==> config.mk <==
export PLATFORM = sky130hd
export DESIGN_NAME = regs_file_bypass_sb
export DESIGN_NICKNAME = d
export VERILOG_FILES = /design/src/rtl/riscv_pkg.sv /design/src/rtl/regs_scoreboard.sv /design/src/rtl/regs_file_bypass_sb.sv
export SDC_FILE = /design/constraint.sdc
export NUM_CORES = 2
export LEC_CHECK = 0
export BUFFER_PORTS_ARGS = -buffer_cell sky130_fd_sc_hd__buf_2
export CAP_MARGIN = 20
export CORE_ASPECT_RATIO = 0.6
export CORE_MARGIN = 3
export CORE_UTILIZATION = 40
export DETAILED_ROUTE_END_ITERATION = 16
export SLEW_MARGIN = 20
export SYNTH_ARGS = -nofsm -noshare
export SYNTH_HDL_FRONTEND = slang
export SYNTH_HIERARCHICAL = 1
export SYNTH_SLANG_ARGS = --single-unit
==> constraint.sdc <==
create_clock -name clk -period 2 [get_ports clk]
set_input_delay 0 -clock clk [delete_from_list [all_inputs] [get_ports clk]]
set_output_delay 0 -clock clk [all_outputs]
set_load 0.05 [all_outputs]
==> src/rtl/riscv_pkg.sv <==
// Shared RISC-V integer datapath constants and types for the register file slice.
package riscv_pkg;

    localparam int XLEN   = 32;
    localparam int NREGS  = 32;
    localparam int REG_AW = $clog2(NREGS);

    localparam logic [REG_AW-1:0] REG_ZERO = '0;

    typedef logic [REG_AW-1:0] reg_addr_t;
    typedef logic [XLEN-1:0]   xlen_t;

endpackage

==> src/rtl/regs_scoreboard.sv <==
// Per-register busy scoreboard: issue sets, completed writes clear, set wins on overlap.
module regs_scoreboard #(
    parameter int NREGS  = riscv_pkg::NREGS,
    parameter int AW     = $clog2(NREGS),
    parameter bit BYPASS = 1'b1
) (
    input  logic          clk,
    input  logic          rst_n,
    input  logic          set_valid,
    input  logic [AW-1:0] set_rd,
    input  logic          clr_a_valid,
    input  logic [AW-1:0] clr_a_rd,
    input  logic          clr_b_valid,
    input  logic [AW-1:0] clr_b_rd,
    input  logic [AW-1:0] rs1,
    input  logic [AW-1:0] rs2,
    output logic          rs1_busy,
    output logic          rs2_busy
);

    logic [NREGS-1:0] r_busy;
    logic [NREGS-1:0] w_busy_nxt;

    always_comb begin
        w_busy_nxt = r_busy;
        for (int i = 1; i < NREGS; i++) begin
            if (set_valid && set_rd == AW'(i))
                w_busy_nxt[i] = 1'b1;
            else if ((clr_a_valid && clr_a_rd == AW'(i)) ||
                     (clr_b_valid && clr_b_rd == AW'(i)))
                w_busy_nxt[i] = 1'b0;
        end
        w_busy_nxt[0] = 1'b0;
    end

    always_ff @(posedge clk or negedge rst_n) begin
        if (!rst_n)
            r_busy <= '0;
        else
            r_busy <= w_busy_nxt;
    end

    // A write completing this cycle hides the stale busy bit, unless a new producer claims it.
    function automatic logic f_busy(input logic [AW-1:0] a);
        logic v;
        v = r_busy[a];
        if (BYPASS &&
            ((clr_a_valid && clr_a_rd == a) || (clr_b_valid && clr_b_rd == a)) &&
            !(set_valid && set_rd == a))
            v = 1'b0;
        if (!rst_n || a == '0)
            v = 1'b0;
        return v;
    endfunction

    always_comb rs1_busy = f_busy(rs1);
    always_comb rs2_busy = f_busy(rs2);

endmodule

==> src/rtl/regs_file_bypass_sb.sv <==
// Two-write-port integer register file with optional write-to-read bypass and busy scoreboard.
module regs_file_bypass_sb #(
    parameter int XLEN   = riscv_pkg::XLEN,
    parameter int NREGS  = riscv_pkg::NREGS,
    parameter int AW     = $clog2(NREGS),
    parameter bit BYPASS = 1'b1
) (
    input  logic            clk,
    input  logic            rst_n,
    input  logic [AW-1:0]   rs1,
    input  logic [AW-1:0]   rs2,
    output logic [XLEN-1:0] r_data1,
    output logic [XLEN-1:0] r_data2,
    output logic            rs1_busy,
    output logic            rs2_busy,
    input  logic            iss_valid,
    input  logic [AW-1:0]   iss_rd,
    input  logic            wa_valid,
    input  logic [AW-1:0]   wa_rd,
    input  logic [XLEN-1:0] wa_data,
    input  logic            wb_valid,
    input  logic [AW-1:0]   wb_rd,
    input  logic [XLEN-1:0] wb_data,
    output logic            wb_ready
);

    logic [NREGS-1:0][XLEN-1:0] r_mem;
    logic                       w_wa_we;
    logic                       w_wb_xfer;
    logic                       w_wb_we;

    assign w_wa_we   = wa_valid && (wa_rd != '0);
    // Port A wins a same-rd collision; port B holds its request until the next free cycle.
    assign wb_ready  = !(w_wa_we && (wa_rd == wb_rd));
    assign w_wb_xfer = wb_valid && wb_ready;
    assign w_wb_we   = w_wb_xfer && (wb_rd != '0);

    // Entry 0 is never written, so it reads back as zero even without the address check.
    always_ff @(posedge clk or negedge rst_n) begin
        if (!rst_n) begin
            r_mem <= '0;
        end else begin
            if (w_wa_we)
                r_mem[wa_rd] <= wa_data;
            if (w_wb_we)
                r_mem[wb_rd] <= wb_data;
        end
    end

    function automatic logic [XLEN-1:0] f_read(input logic [AW-1:0] a);
        logic [XLEN-1:0] v;
        v = r_mem[a];
        if (BYPASS) begin
            if (w_wa_we && wa_rd == a)
                v = wa_data;
            else if (w_wb_we && wb_rd == a)
                v = wb_data;
        end
        if (!rst_n || a == '0)
            v = '0;
        return v;
    endfunction

    always_comb r_data1 = f_read(rs1);
    always_comb r_data2 = f_read(rs2);

    regs_scoreboard #(
        .NREGS  (NREGS),
        .AW     (AW),
        .BYPASS (BYPASS)
    ) u_sb (
        .clk         (clk),
        .rst_n       (rst_n),
        .set_valid   (iss_valid),
        .set_rd      (iss_rd),
        .clr_a_valid (w_wa_we),
        .clr_a_rd    (wa_rd),
        .clr_b_valid (w_wb_we),
        .clr_b_rd    (wb_rd),
        .rs1         (rs1),
        .rs2         (rs2),
        .rs1_busy    (rs1_busy),
        .rs2_busy    (rs2_busy)
    );

endmodule

## Word level (Yosys, flattened, before mapping)

Cells that the tools add are included.
Widths: inputs -> output; s select.

- Register bits after elaboration: 1055
- Output and inout port bits: 67
- Word-level logic and storage cells: 438

- Order comparisons: 6
- Equality and inequality tests: 100
- Multiplexer cells: 88
- Reduce and logical (&&, ||, !) cells: 181

Operators with widths:

| kind | number |
|---|---|
| $bwmux 1024 | 2 |
| $mux 1024 | 2 |
| $bmux 32 s5 | 2 |
| $demux 32 s5 | 2 |
| $mux 32 | 10 |
| $eq 5x5->1 const B | 48 |
| $eq 5x4->1 const B | 24 |
| $logic_and 1x1->1 | 107 |
| $mux 1 | 68 |
| $reduce_bool 2->1 | 31 |
| $eq 5x3->1 const B | 12 |
| $eq 5x5->1 | 7 |
| $logic_or 1x1->1 | 35 |
| $eq 5x2->1 const B | 6 |
| $lt 5x6->1 const B | 4 |
| $eq 5x1->1 const B | 3 |
| $bmux 1 s5 | 2 |
| $ge 5x1->1 const B | 2 |
| $logic_not 5->1 | 2 |
| $reduce_bool 5->1 | 2 |
| $logic_not 1->1 | 4 |

## Longest topological paths before layout

- Depth after elaboration: 11
- Gate-level depth with buffers: 11
- Depth with buffers taken out: 9

## Modules after synthesis

The synthesis kept the hierarchy.

Modules (own cells, without submodules):

| module | instances | cells each | area each (um^2) | sequential area each (um^2) |
|---|---|---|---|---|
| regs_file_bypass_sb | 1 | 5906 | 64239.1 | 25624.6 |
| regs_scoreboard | 1 | 290 | 2686.3 | 775.7 |

## Worst setup path after synthesis

Ideal clock, no wire load.

- Path kind: input -> output
- Start point: input port wb_rd[2]
- End point: output port rs2_busy
- Arrival: 3.070 ns
- Required time: 2.000 ns
- Setup slack: -1.070 ns
- Stages on the path: 7
- Buffers on the path: 1
- Cells stage by stage: or3_1 nor3_1 clkbuf_1 nor2b_1 nand3_1 a21oi_1 nor4b_1

- Word-level cells in the longest chain between the ends: 10
- Elaborated cells on any way between the ends: 12

Ends and longest elaborated chain:

| item | RTL line | RTL |
|---|---|---|
| from (decl) | regs_file_bypass_sb.sv:22 | `input logic [AW-1:0] wb_rd,` |
| $eq 5x5->1 | regs_file_bypass_sb.sv:34 | `assign wb_ready = !(w_wa_we && (wa_rd == wb_rd));` |
| $logic_and 1x1->1 | regs_file_bypass_sb.sv:34 |  |
| $logic_not 1->1 | regs_file_bypass_sb.sv:34 |  |
| $logic_and 1x1->1 | regs_file_bypass_sb.sv:35 | `assign w_wb_xfer = wb_valid && wb_ready;` |
| $logic_and 1x1->1 (*) | regs_file_bypass_sb.sv:36 | `assign w_wb_we = w_wb_xfer && (wb_rd != '0);` |
| named net w_wb_we | regs_file_bypass_sb.sv:30 | `logic w_wb_we;` |
| $logic_and 1x1->1 (*) | regs_scoreboard.sv:48 | `((clr_a_valid && clr_a_rd == a) \|\| (clr_b_valid && clr_b_rd == a)) &&` |
| $logic_or 1x1->1 (*) | regs_scoreboard.sv:48 |  |
| $logic_and 1x1->1 (*) | regs_scoreboard.sv:48 |  |
| $mux 1 (*) | regs_scoreboard.sv:47 | `if (BYPASS &&` |
| $mux 1 (*) | regs_scoreboard.sv:51 | `if (!rst_n \|\| a == '0)` |
| to (decl) | regs_file_bypass_sb.sv:15 | `output logic rs2_busy,` |

The timed path passes the listed nets; every way through them passes the cells marked *.

## Worst setup path in the final report

- Start point: register r_mem[1020] in the netlist's numbering
- End point: output port r_data1[28]

- Word-level cells in the longest chain between the ends: 5

Ends and longest elaborated chain:

| item | RTL line | RTL |
|---|---|---|
| from (decl) | regs_file_bypass_sb.sv:27 | `logic [NREGS-1:0][XLEN-1:0] r_mem;` |
| from (signal, indexed assignment) | regs_file_bypass_sb.sv:44 | `r_mem[wa_rd] <= wa_data;` |
| from (signal, indexed assignment) | regs_file_bypass_sb.sv:46 | `r_mem[wb_rd] <= wb_data;` |
| $bmux 32 s5 | regs_file_bypass_sb.sv:52 | `v = r_mem[a];` |
| $mux 32 (not written as such) | regs_file_bypass_sb.sv:52 |  |
| $mux 32 | regs_file_bypass_sb.sv:56 | `else if (w_wb_we && wb_rd == a)` |
| $mux 32 | regs_file_bypass_sb.sv:54 | `if (w_wa_we && wa_rd == a)` |
| $mux 32 | regs_file_bypass_sb.sv:59 | `if (!rst_n \|\| a == '0)` |
| to (decl) | regs_file_bypass_sb.sv:12 | `output logic [XLEN-1:0] r_data1,` |

Every way passes these cells. The select of a mux whose other input is x is not followed.

==> results.md <==
Logic synthesis:
- The proportion of netlist area held by the largest area contributor is between 30% and 40%.
- The predominant post-synthesis flop cell is sky130_fd_sc_hd__dfrtp_1.
- Summing every instance area after synthesis gives 66900 um^2.
- Sequential cells were found to cover 39.4% of the synthesized design area.
- By area the synthesized netlist is led by sky130_fd_sc_hd__dfrtp_1 39%, sky130_fd_sc_hd__mux4_2 20%, sky130_fd_sc_hd__mux2i_1 14%, sky130_fd_sc_hd__nand2_1 3.8%, sky130_fd_sc_hd__o21ai_0 3.6%.
- The post-synthesis average cell area is 10.8 um^2.
- Counting every net in the synthesized netlist gives around 6300.
- The library cell with the highest instance count after synthesis is sky130_fd_sc_hd__dfrtp_1.
- The cell taking the most area after synthesis is sky130_fd_sc_hd__dfrtp_1.
- The cell count after synthesis came out at 6196.
- The Yosys warning count is 6.
- After synthesis the netlist holds a flip-flop and latch count of 1055.
- Sorting the synthesized cells by how often they occur yields 1055 x sky130_fd_sc_hd__dfrtp_1, 968 x sky130_fd_sc_hd__mux2i_1, 680 x sky130_fd_sc_hd__nand2_1, 587 x sky130_fd_sc_hd__clkbuf_1, 583 x sky130_fd_sc_hd__mux4_2.
- The synthesized design contains 0 enable-type register cells.
- The number of distinct library cells after synthesis is 65.
- Counting flops with an async set or reset pin after synthesis yields a share of 100%.

Route:
- The average wire per cell in the routed design is 32.7 um.
- The number of antenna-violating nets in the routed design is 0.
- The post-detailed-route via-to-cell ratio is about 6.4.
- The total routed wirelength is 306 mm.
- The iteration count of the initial detailed-routing pass is 6.
- In the routed design, unresolved DRC markers number 0.
- Detailed routing inserted a total of 60100 vias.
- The first routing iteration left 8990 violations.

Placed design:
- In this run the cell area measured after placement is 81100 um^2.
- After legalization and detailed placement, the total HPWL measured 202 mm.
- The number of buffer cells added on primary ports is 160.
- The cell total after placement is about 9000.
- At the end of routability-driven placement, the weighted congestion stood at 0.968.

Timing:
- For the pin with the worst max-slew slack, the measured transition is roughly 1.1 ns.
- For the final routed database, the setup TNS stands at -42.92 ns.
- For the finished layout, the period the worst path requires is between 2 and 3 ns.
- The final count of pins violating max slew came to 0.
- The relative slew slack is 26.2%.
- Clock skew on the completed layout was measured at 0 ns.
- Based on the critical path, the design can be clocked at up to about 0.36 GHz.
- The post-route clock period utilization is 140%.
- The final worst hold slack is 0.0509 ns.
- The total of endpoints with negative setup slack in the final report is 66.
- The hold violation count in the final report is 0.
- In the post-route analysis, the smallest setup slack over all paths is -0.810 ns.
- Setup repair after global routing could not meet its margin everywhere.

Setup path:
- The destination of the worst register-to-register timing path is r_mem[942].
- The worst-path maximum fanout is 2.
- The required time at the worst-slack endpoint is 2.00 ns.
- On the worst path, the slowest cell contributes a delay of 0.48 ns.
- The worst endpoint data arrival time is around 2.8 ns.
- Walking the worst path, the cells encountered are mux4_2 > mux4_2 > mux2_2 > nand2_1 > nand2_2 > buf_12.
- The worst register-to-register path has a setup slack of just over 0.5 ns.
- STA classifies the critical path startpoint as a flip-flop.
- The worst setup path is captured at a primary output.
- The critical-path cell with the highest stage delay is sky130_fd_sc_hd__mux4_2.
- The critical path buffer and inverter count is 1.
- The startpoint identified for the worst register-to-register timing path is r_mem[942].
- The family with the most delay on the worst path is multiplexers.
- The most common cell type on the critical path is sky130_fd_sc_hd__mux4_2.
- The worst setup path is of the flip-flop to primary output kind.
- The worst reg-to-reg path cell count is 4.

Outcome:
- The checks that failed: setup timing.
- The run finished, with violations left.

Cells and area:
- The share of final-layout standard cells stronger than drive strength 1 is 36.3%.
- In the final layout, the multi-input gates occupy 39600 um^2.
- At the end of the flow the core is filled with cells to 53.2%.
- The filler cells instantiated in the layout total 14000.
- The area growth from synthesis to layout is 31.2%.
- Once layout is complete, the cells apart from fillers number 9338.
- The post-route cell area is slightly below 90000 um^2.
- The area used by sequential logic in the layout is 26400 um^2.
- In the final design database the tool counted 7120 nets.

Power:
- The peak supply drop is 0.000780 V.
- The analysis attributes to cell leakage a power of roughly 38 nW.
- In this run the power density over the cells is approximately 940 nW/um^2.

Die:
- For this configuration, the core starts out at a cell density of 40.6%.
- The floorplan step set the die width to 534 um.
- The site row count is 115.
- The top-level I/O count is 161.
- The placeable core area is ~170000 um^2.
- The die outline area is 172000 um^2.
- The die is between 300 and 400 um tall.

Clocking:
- The CTS tree is built.
- The H-tree generated during clock tree synthesis spans 3 levels.
- The library cell used as clock root buffer is sky130_fd_sc_hd__clkbuf_16.
- The number of sinks driven by the clock tree is between 1000 and 1500.
- TritonCTS created 104 clock buffers.
- The clock latency on the worst-skew pair is 0.75 ns.
- The clock slew at the register clock pins of the worst setup and hold paths is 0.07 ns.
- The maximum number of buffers from clock root to sink is 3.

Hold path:
- The worst hold path passes through 5 cells.
- The source of the worst hold timing path is wb_rd[3].
- The class of the worst hold path is input pin to flip-flop.
- For hold timing, the worst endpoint is u_sb/r_busy[10].

Global route:
- The via count of the first global-routing pass came to between 50000 and 60000.
- Entering global routing, the biggest net connects approximately 180 pins.
- For this run, the total global-route usage over all layers was measured as a little over a third.
- The overall overflow remaining after global route is 0.
- The initial antenna violation count is 4.
- The first global-routing pass estimated roughly 440 mm of wire.

Run:
- The max-cap check violation count is 0.
-- where the power goes --
group / switching [mW] / leakage, nW / internal, mW
Combinational: 12.1 / 23.6 / 16.4
Clock: 9.81 / 1.80 / 12.4
Sequential: 5.12 / 12.9 / 26.9
Total: 27.0 / 38.3 / 55.7
-- cell usage in the layout, fill, tap and decap left out, drive strengths merged, types with 6 or more instances in the layout --
| master | netlist | layout |
|---|---|---|
| buf | 169 | 1367 |
| dfrtp | 1055 | 1055 |
| mux2i | 968 | 968 |
| nand2 | 688 | 688 |
| mux4 | 589 | 589 |
| nor2 | 553 | 553 |
| o21ai | 525 | 525 |
| a21oi | 454 | 454 |
| clkbuf | 588 | 146 |
| mux2 | 131 | 131 |
| a22oi | 116 | 116 |
| dlygate4sd3 | 0 | 113 |
| o22ai | 63 | 63 |
| nor3 | 43 | 43 |
| xor2 | 41 | 41 |
| o31ai | 32 | 32 |
| clkinv | 0 | 23 |
| nand2b | 18 | 18 |
| a22o | 17 | 17 |
| and4 | 16 | 16 |
| nor2b | 16 | 16 |
| bufinv | 0 | 15 |
| xnor2 | 13 | 13 |
| inv | 10 | 12 |
| nand3 | 12 | 12 |
| nor4 | 9 | 9 |
| a32o | 8 | 8 |
| clkinvlp | 0 | 6 |
| and3 | 6 | 6 |
-- worst max path at each step --
stage	startpoint	to	slack [ns]	cells past startpoint
final	r_mem[1020]	r_data1[28]	-0.81	6
after global routing	r_mem[161]	r_data1[1]	-0.83	6
after CTS	r_mem[161]	r_data1[1]	-0.79	6
after detailed placement	rs1[0]	r_data1[11]	-0.52	8
after global placement	rs1[0]	r_data1[11]	-0.50	8
after floorplan	wa_rd[4]	r_data2[10]	-0.08	9
-- cell families (layout without fill, tap and decap cells) --
kind of cell | Yosys count | count (layout) | share of synthesized area (%)
mux | 1688 | 1688 | 36.5
simple gates | 1394 | 1394 | 8.48
compound gates | 1238 | 1238 | 10.3
flops | 1055 | 1055 | 39.4
buf+inv | 767 | 1683 | 4.52
xor+xnor | 54 | 54 | 0.707
other cells | 0 | 3 | 0
-- sequential cells by signal, summed over array words and instances (netlist names) --
| signal | count |
|---|---|
| r_mem | 1024 |
| u_sb/r_busy | 31 |
-- area by class of cell --
class,count,area share (%)
timing repair buffer,1481,17.4
tap,2223,3.17
clock buffer,146,3.38
antenna,3,0.00855
multi-input combinational,4374,45.1
inverter,10,0.0428
clock inverter,46,0.832
sequential,1055,30.1
-- worst reg2reg max path, delay by kind of cell (launching register included) --
kind / cells / cell delay [ns]
compound gates: 1 / 0.12
buf+inv: 2 / 0.72
flops: 1 / 0.39
mux: 1 / 0.15
-- stage by stage --
stage	setup slack, ns	power (mW)
final	-0.810	82.7
after global routing	-0.833	85.7
after CTS	-0.791	81.4
after detailed placement	-0.521	57.8
after global placement	-0.501	57.1
after floorplan	-0.0843	45.3
-- per-layer routing --
metal / vias to the layer above / share of wire, % / global-route usage, %
li1: 24400 / - / -
met1: 30200 / 39 / 47.5
met2: 4648 / 41 / 48.7
met3: 852 / 15 / 14.8
met4: 10 / 4.6 / 14.0
met5: - / 0.037 / 0.242
-- timing repair --
item	in CTS	in global routing
endpoints found under the hold margin	1857	0
gates resized for setup	268	100
hold buffers	114	0
pin swaps	80	47
cloned	0	0
setup buffers	41	19
endpoints found under the setup margin	66	159
(Power assumes the default switching activity.)
